===== config.mk =====
export PLATFORM = sky130hd
export DESIGN_NAME = if_id_skid_stage
export DESIGN_NICKNAME = d
export VERILOG_FILES = /design/src/rtl/if_id_skid_stage.sv
export SDC_FILE = /design/constraint.sdc
export NUM_CORES = 1
export LEC_CHECK = 0
export ABC_AREA = 0
export CORE_MARGIN = 8
export CORE_UTILIZATION = 30
export CTS_CLUSTER_DIAMETER = 80
export DETAILED_ROUTE_END_ITERATION = 8
export PLACE_DENSITY = 0.6
export SYNTH_ARGS = -nofsm -noshare
export SYNTH_HDL_FRONTEND = slang
export SYNTH_SLANG_ARGS = --single-unit

===== constraint.sdc =====
create_clock -name clk -period 23.3 [get_ports clk]
set_input_delay 6.99 -clock clk [delete_from_list [all_inputs] [get_ports clk]]
set_output_delay 6.99 -clock clk [all_outputs]
set_load 0.02 [all_outputs]

===== src/rtl/if_id_skid_stage.sv =====
// IF/ID stage register with an in-order skid FIFO, stall, flush and a valid bit; one-cycle latency.
// Backpressure: in_ready drops only when the skid FIFO is full. Optional counters: IF_ID_SKID_PERF_EN.
module if_id_skid_stage #(
  parameter int              XLEN       = 32,
  parameter int              ILEN       = 32,
  parameter int              SKID_DEPTH = 2,
  parameter logic [ILEN-1:0] NOP_INS    = ILEN'(32'h0000_0013),
  parameter logic [XLEN-1:0] RESET_PC   = XLEN'(32'h0000_0000)
) (
  input  logic                          clk,
  input  logic                          rst_n,
  input  logic                          in_valid,
  input  logic [XLEN-1:0]               in_pc,
  input  logic [ILEN-1:0]               in_ins,
  output logic                          in_ready,
  input  logic                          stall,
  input  logic                          flush,
  output logic                          out_valid,
  output logic [XLEN-1:0]               out_pc,
  output logic [ILEN-1:0]               out_ins,
`ifdef IF_ID_SKID_PERF_EN
  output logic [31:0]                   stall_cycles,
  output logic [31:0]                   bubble_cycles,
  output logic [15:0]                   flush_count,
`endif
  output logic [$clog2(SKID_DEPTH):0]   skid_count
);

  localparam int PW = (SKID_DEPTH > 1) ? $clog2(SKID_DEPTH) : 1;
  localparam int CW = $clog2(SKID_DEPTH) + 1;
  localparam logic [CW-1:0] DEPTH_C = CW'(SKID_DEPTH);
  localparam logic [PW-1:0] LAST_P  = PW'(SKID_DEPTH - 1);

  logic [XLEN-1:0] pc_mem  [SKID_DEPTH];
  logic [ILEN-1:0] ins_mem [SKID_DEPTH];
  logic [PW-1:0]   wr_ptr, rd_ptr;
  logic            push;

  // Non-power-of-two-safe wrap; also keeps depth 1 well defined.
  function automatic logic [PW-1:0] ptr_inc(input logic [PW-1:0] p);
    return (p == LAST_P) ? '0 : p + PW'(1);
  endfunction

  assign in_ready = (skid_count != DEPTH_C);
  assign push     = in_valid && in_ready;

  always_ff @(posedge clk) begin
    if (!rst_n) begin
      out_valid  <= 1'b0;
      out_pc     <= RESET_PC;
      out_ins    <= NOP_INS;
      skid_count <= '0;
      wr_ptr     <= '0;
      rd_ptr     <= '0;
    end else if (flush) begin
      out_valid  <= 1'b0;
      out_ins    <= NOP_INS;
      skid_count <= '0;
      wr_ptr     <= '0;
      rd_ptr     <= '0;
    end else if (stall) begin
      if (push) begin
        pc_mem[wr_ptr]  <= in_pc;
        ins_mem[wr_ptr] <= in_ins;
        wr_ptr          <= ptr_inc(wr_ptr);
        skid_count      <= skid_count + CW'(1);
      end
    end else if (skid_count != '0) begin
      // Queued pairs go first; a new push lands behind them to keep order.
      out_valid <= 1'b1;
      out_pc    <= pc_mem[rd_ptr];
      out_ins   <= ins_mem[rd_ptr];
      rd_ptr    <= ptr_inc(rd_ptr);
      if (push) begin
        pc_mem[wr_ptr]  <= in_pc;
        ins_mem[wr_ptr] <= in_ins;
        wr_ptr          <= ptr_inc(wr_ptr);
      end else begin
        skid_count <= skid_count - CW'(1);
      end
    end else if (push) begin
      out_valid <= 1'b1;
      out_pc    <= in_pc;
      out_ins   <= in_ins;
    end else begin
      out_valid <= 1'b0;
      out_ins   <= NOP_INS;
    end
  end

`ifdef IF_ID_SKID_PERF_EN
  // Observation-only counters, saturating at all-ones.
  always_ff @(posedge clk) begin
    if (!rst_n) begin
      stall_cycles  <= '0;
      bubble_cycles <= '0;
      flush_count   <= '0;
    end else begin
      if (stall && out_valid && (stall_cycles != '1)) stall_cycles <= stall_cycles + 32'd1;
      if (!out_valid && (bubble_cycles != '1))        bubble_cycles <= bubble_cycles + 32'd1;
      if (flush && (flush_count != '1))               flush_count <= flush_count + 16'd1;
    end
  end
`endif

endmodule


* After elaboration in Yosys (flattened, before gate mapping)
Memory sizes are Yosys's and may differ from the RTL's. A register that Yosys moved wholly into a read port is not among the register bits. Index checks and enable logic that the tools add are counted.
Storage, ports and cells: bits in registers 69, bits in writable memories 128, output and inout port bits 68, logic and storage cells 58, memories 2
Cells by class: add/sub/neg operators 4, equality and inequality tests 3, muxes and demuxes 30, bitwise gates (word level) 5, reductions and logical operators 8
Memories:
- ins_mem | words 2, bits a word 32, read ports 1, clocked after Yosys merged registers in 1, wr ports 1, line 35 | logic [ILEN-1:0] ins_mem [SKID_DEPTH];
- pc_mem | words 2, bits a word 32, read ports 1, clocked after Yosys merged registers in 1, wr ports 1, line 34 | logic [XLEN-1:0] pc_mem [SKID_DEPTH];
Operator list (number):
- two-way mux 32 bit | 6
- two-way mux 1 bit | 20
- two-way mux 2 bit | 4
- AND reduction 3 bit | 2
- nonzero test 2 bit | 3
- != test 2 bit, second input constant | 2
- inverter 1 bit | 3
- adder 1 bit, second input constant | 2
- adder 2 x 1 -> 2 bit, second input constant | 1
- != test 2 x 1 -> 1 bit, second input constant | 1
- OR 1 bit | 2
- AND reduction 2 bit | 1
- OR reduction 2 bit | 1
- subtractor 2 x 1 -> 2 bit, second input constant | 1
- logical AND 1 bit | 1

* Logic depth before layout (Yosys ltp)
word-level depth 9, depth in mapped cells 7

* Worst setup path after synthesis
OpenSTA, ideal clock, no wires.
path kind input to register, from input flush, to memory ins_mem[0][0] (enable), data arrival time 11.863 ns, data required time 22.736 ns, path slack 10.872 ns, stages on the path 4, buffers on the path 2, cell sequence nand2b_1 clkbuf_1 clkbuf_1 nor3_1
Between the ends: longest elaborated chain between the ends 4, elaborated cells between the ends (all ways) 7, classes of those cells mux (6); bitwise (1)
Ends and longest elaborated chain:
- from (decl) | line 17 | input logic flush,
- two-way mux 1 bit | line 55 | end else if (flush) begin
- two-way mux 1 bit | line 48 | if (!rst_n) begin
- two-way mux 1 bit (on tied branches) | line 64, 76
- OR 1 bit (no source line) (*)
- to (decl) | line 35
Every way passes the cells marked *; elsewhere a longest branch is shown, timed or not.

* Worst setup path in the final report
from input flush, to register out_pc[21]
Between the ends: longest elaborated chain between the ends 2
Ends and longest elaborated chain:
- inverter 1 bit (no source line)
- AND reduction 3 bit (no source line)
- to (signal assigned) | line 71 | out_pc <= pc_mem[rd_ptr];
- to (signal assigned) | line 83 | out_pc <= in_pc;
- to (decl) | line 19 | output logic [XLEN-1:0] out_pc,
No other way between the ends. A chain may end at the register's enable or synchronous reset.

==> flow_summary.toml <==
[status]
status = "complete, no violations"

[place]
place_area_um2 = 9041
hpwl_mm = 10.63
port_buffers = 136
gp_congestion = 0.7210
placedCellCount = 986
pre_cts_ws_ns = 13.64

[sta]
final_hold_viol_count = 0
hold_slack_ns = 0.4533
setup_viol_count_final = 0
fin_tns_setup_ns = 0
min_period_ns = 9.115
worst_slack_ns = 14.19
slew_headroom = 0.2849
finalClockSkew_ns = 0.01388
fmax_mhz = 109.7
slew_violations = 0
worstMarginPinSlew_ns = 1.073
grt_setup_unrepaired = "false"
timing.final.crit_share = 0.3912

[power_and_ir_drop]
p_sw_mw = 0.1587
leakagePower_nw = 3.023
ir_drop_mv = 0.05085
pwr-share-comb = 0.066
swShare = 0.2135
power.internal_mw = 0.5845
p_total_mw = 0.7432
p_per_area_nw_per_um2 = 76.87
p_clk_frac = 0.419
seqPwrFrac = 0.514

[die]
core-area_um2 = 24250
die_height_um = 173
dieWidth_um = 173
row_count = 57
io_pins = 137
die_area_um2 = 29930
start_util = 0.3050

[critical_path]
cpPeakStageDelay_ns = 0.93
worstPathArrival_ns = 9.37
worstPathRequired_ns = 23.55
cp-end-kind = "flop"
critPathMaxFanout = 41
critical_path.cell_chain = "clkdlybuf4s50_1 -> nand2b_2 -> or3_1 -> o21ai_0"
path_delay_family = "simple AND/OR/NAND/NOR gates"
worstSetupPathType = "input port to flop"
worstPathBufferInverterCount = 1
startpoint_type = "input port"
cp_slowest_cell = "or3_1"

[cts]
numClockSinks = 198
post-cts-setup-buffer-count = 0
numCtsBuffers = 17
cts_hold_buf = 0
clkTransAtPathRegs_ns = 0.07
cts_tree = "yes"
cts-resized-gates = 0
ctsHtreeMaxLevel = 4
root_buffer = "clkbuf_16"
insertion_delay_ns = 0.42
clock_path_buffers = 2

[global_route]
grt_pass1_vias = 4810
grt_util_all_layers = 0.1110
grt_pass1_wl_mm = 26.45
antenna_found_initial = 0
grt_max_degree = 99
grt-ovfl-total = 0

[synthesis]
syn_inst = 558
synthTopCellsByArea = "edfxtp_1 (52%), dfxtp_1 (19%), mux2i_1 (8.3%)"
synth.avg_cell_area_um2 = 13.25
synth_area_leader_cell = "edfxtp_1"
seq_area_frac_synth = 0.7093
ys_types = 29
ys.warnings.count = 0
syn_area_um2 = 7395
ys_ff_latch = 198
yosysTopAreaCellShare = 0.5198
synth_nets = 627

[routing]
dr.max_layer_used = "met4"
met3_length_um = 727
routed_wl_mm = 16.82
vias_per_cell = 4.571
drt_iter0_drc = 255
wl_per_cell_um = 16.52
drtAntennaViolNets = 0
drc_errors = 0
drt-pass1-iter-count = 4
vias = 4653
wl_met1_mm = 7.527
dr_wl_met2_mm = 8.416

[cells_and_area]
syn2layout_area_growth_pct = 30.74
final_cell_area_um2 = 9668
nNetsFinal = 750
diodes = 0
post-route-util = 0.3987
layout-drive-gt1-share = 0.07349
final_cells = 1018

[job]
drv_cap = 0

[hold_path]
min_path_type = "flop to flop"
==> cells in the mapped netlist <==
| master | n |
|---|---|
| a32oi_1 | 1 |
| a221oi_2 | 1 |
| xnor2_1 | 1 |
| edfxtp_1 | 128 |
| nand2_1 | 33 |
| mux2_2 | 3 |
| buf_2 | 16 |
| o22ai_1 | 3 |
| buf_8 | 1 |
| nor2_2 | 1 |
| o21ai_1 | 1 |
| a21o_1 | 1 |
| dfxtp_1 | 70 |
| nor2b_1 | 2 |
| o31a_1 | 1 |
| nor2_4 | 1 |
| or3b_4 | 1 |
| inv_1 | 2 |
| nor2_1 | 66 |
| a21oi_1 | 40 |
| clkbuf_1 | 19 |
| or3_1 | 2 |
| a221oi_1 | 28 |
| nand2b_1 | 2 |
| buf_6 | 2 |
| o21ai_0 | 37 |
| nor3_1 | 32 |
| mux2i_1 | 61 |
| buf_1 | 2 |
==> path summary, 6_finish.rpt <==
check           endpoint  slack, ns  depth (start not counted)        from
max reg2reg  out_ins[17]      21.14                          5        flop
min reg2reg   out_pc[25]       0.45                          2  out_pc[25]
max           out_pc[21]      14.19                          4       flush
min           out_pc[25]       0.45                          2  out_pc[25]
==> worst min-delay path, delay by kind of cell, from the launching register on <==
family           cells  cell delay (ns)
AO/OA/AOI/OAI        1             0.05
AND/OR/NAND/NOR      1             0.04
flip-flops           1             0.33
==> routing by layer <==
layer / up-vias / track usage
met1: 2240 / 0.1322
met3: 9 / 0.03398
met5: - / 0
met4: 0 / 0.03018
met2: 90 / 0.1913
li1: 2314 / -
==> placed cells by master, fill, tap and decap left out <==
cell,n
clkdlybuf4s50_1,135
edfxtp_1,128
dfxtp_1,69
nor2_1,66
mux2i_1,61
a21oi_1,40
o21ai_0,37
nand2_1,33
nor3_1,30
a221oi_1,28
clkbuf_16,17
buf_4,8
bufinv_16,4
inv_6,4
mux2_2,3
o22ai_1,3
clkinv_2,3
nor2b_1,2
nor3_2,2
inv_1,2
nor2_4,2
or3_1,2
nand2b_1,1
nand2b_2,1
or3b_4,1
o31a_1,1
o21ai_1,1
a21o_1,1
a32oi_1,1
xnor2_1,1
a221oi_2,1
dfxtp_4,1
clkinv_4,1
clkbuf_1,1
clkinvlp_4,1
inv_8,1
buf_2,1
==> final cells by class <==
type | instances | area [um^2]
Clock buffer | 18 | 429.2
Clock inverter | 14 | 197.7
Fill cell | 2337 | 14580
Inverter | 2 | 7.507
Multi-Input combinational cell | 318 | 1963
Sequential cell | 198 | 5249
Tap cell | 324 | 405.4
Timing Repair Buffer | 144 | 1416
==> power by group through the flow <==
stage	sequential, mW	combinational [mW]	clock, mW
after floorplan	0.395	0.0184	0
after global placement	0.390	0.0497	0
after global routing	0.383	0.0537	0.336
after CTS	0.382	0.0505	0.321
after detailed placement	0.390	0.0503	0
final	0.382	0.0494	0.312
==> cells by family after synthesis <==
kind of cell | synth area share
muxes | 0.08714
xor gates and xnor gates | 0.001185
buffers and inverters | 0.02758
and+or+nand+nor | 0.08088
AOI/OAI and AO/OA | 0.09391
DFF | 0.7093
==> state kept, by name, indices dropped and copies added (netlist names), named ones only <==
register,count
skid_count,2
ins_mem,64
rd_ptr,1
pc_mem,64
out_ins,32
out_pc,32
wr_ptr,1
out_valid,1
Power figures use the tool's default switching activity.
==> RTL change (same flow settings) <==
Set the parameter `XLEN` to 40 (it was 32).
--- a/src/rtl/if_id_skid_stage.sv
+++ b/src/rtl/if_id_skid_stage.sv
@@ -1,7 +1,7 @@
 // IF/ID stage register with an in-order skid FIFO, stall, flush and a valid bit; one-cycle latency.
 // Backpressure: in_ready drops only when the skid FIFO is full. Optional counters: IF_ID_SKID_PERF_EN.
 module if_id_skid_stage #(
-  parameter int              XLEN       = 32,
+  parameter int              XLEN       = 40,
   parameter int              ILEN       = 32,
   parameter int              SKID_DEPTH = 2,
   parameter logic [ILEN-1:0] NOP_INS    = ILEN'(32'h0000_0013),
Ports: changed (resized in_pc and out_pc); port bits go from 137 to 153. No check against the original RTL was run, so the function may have changed too.
==> RTL change against the unedited design <==
Sequential cell count grew 24. Design area grew 11%. Via count grew 13%. First-iteration DRC count grew 11%. Total power grew 9.4%. Clock skew is essentially flat. Non-clock buffer count grew 16. Critical path depth is the same. Clock power grew 5%. Worst setup slack gained 0.15 ns. Routed wire length grew 16%. Synthesized area grew 12%. Synthesized cell count grew 12%. Hold slack lost 0.0045 ns. Highest routed layer is now met5.
==> RTL change: results (changes against the unedited design) <==
{| class="wikitable"
! Metric !! Value
|-
| Run status || finished clean
|-
| Depth of the CTS H-tree || 1 (-3)
|-
| Vias in the first global route || 5555 (+15%)
|-
| Met1 wire length || 9030 um (+20%)
|-
| Proportion of layout cells with a drive suffix above 1 || 6.63% (-0.72 points)
|-
| Fraction of area in multi-input gates || 20.3% (-0.040 points)
|-
| Global-route met3 utilization || 3.29% (-0.10 points)
|-
| Final wirelength || 19500 um (+16%)
|-
| Detail-routed via count per cell || 4.68 (+2.4%)
|-
| GR Util met1 || 14.7% (+1.4 points)
|-
| Hpwl dp || 12400 um (+17%)
|-
| Count of flip-flops with a built-in enable after synthesis || 144 (+13%)
|-
| Slowest stage cell on the critical path || sky130_fd_sc_hd__nand2b_2
|-
| Antenna violations before repair || 1 (+1)
|-
| Area of the multi-input gates || 2180 um2 (+11%)
|-
| Static Leak || 3.38 nW (+12%)
|-
| Fraction of cell area in non-clock buffers || 14.7% (+0.016 points)
|-
| Syn nets || 704 (+12%)
|-
| Proportion of cell area spent on the clock network || 6.24% (-0.24 points)
|-
| RePlAce Congestion || 0.708 (-1.8%)
|-
| Global routing met2 resource utilization || 19.0% (-0.095 points)
|-
| Vias || 5265 (+13%)
|-
| Gate Count Post-Synth || 627 (+12%)
|-
| Biggest cell delay along the critical path || 0.65 ns (-0.28 ns)
|-
| Registers with the highest flip-flop counts || pc_mem (80), ins_mem (64), out_pc (40)
|-
| Number of well taps || 341 (+5.2%)
|-
| Highest routing layer actually used || met5
|-
| Critical path peak fanout || 46 (+12%)
|-
| Clk_buf instances || 29 (+11)
|-
| Number of fillers in the final layout || 2585 (+11%)
|-
| First-pass GRT wire length || 31200 um (+18%)
|-
| Comb_multi_in || 358 (+13%)
|-
| GRT Util Overall || 11.6% (+0.45 points)
|-
| Maximum VDD drop || 0.0356 mV (-30%)
|-
| Clock latency on the worst-skew pair || 0.50 ns (+0.08 ns)
|-
| Reg area || 5890 um2 (+12%)
|-
| Buffer levels on the longest clock path || 3 (+1)
|-
| Standard cell area after detailed placement || 10100 um2 (+11%)
|-
| Worst-case setup slack after placement || 13.77 ns (+0.124 ns)
|-
| Count of port buffers added during placement || 152 (+12%)
|-
| Bufs w/o clock || 160 (+11%)
|-
| Top area cells in the synthesized netlist || sky130_fd_sc_hd__edfxtp_1 52%, sky130_fd_sc_hd__dfxtp_1 19%, sky130_fd_sc_hd__mux2i_1 8.4%, sky130_fd_sc_hd__nor2_1 3.4%, sky130_fd_sc_hd__a221oi_1 3.1%
|-
| Iteration-0 DRC count of the detailed router || 283 (+11%)
|}
## RTL change: report_power, final
part / internal [mW] / switching [mW] / leakage [nW]
logic: 0.0258 / 0.0298 / 1.10
registers: 0.426 / 0.00339 / 1.94
clock network: 0.185 / 0.143 / 0.336
## RTL change: final timing paths
kind                          to  slack [ns]          start  cells after the start
setup / recovery  ins_mem[0][28]       14.33          flush                      4
hold / removal         out_pc[3]        0.45      out_pc[3]                      2
setup reg to reg     out_ins[18]       20.92  skid_count[1]                      5
hold reg to reg        out_pc[3]        0.45      out_pc[3]                      2
## RTL change: cells by family after synthesis
logic type / after synthesis / synth area share [%]
DFF: 222 / 71.2
buffers and inverters: 47 / 2.66
and+or+nand+nor: 156 / 7.96
muxes: 72 / 8.76
xor gates and xnor gates: 1 / 0.106
AOI/OAI and AO/OA: 129 / 9.29
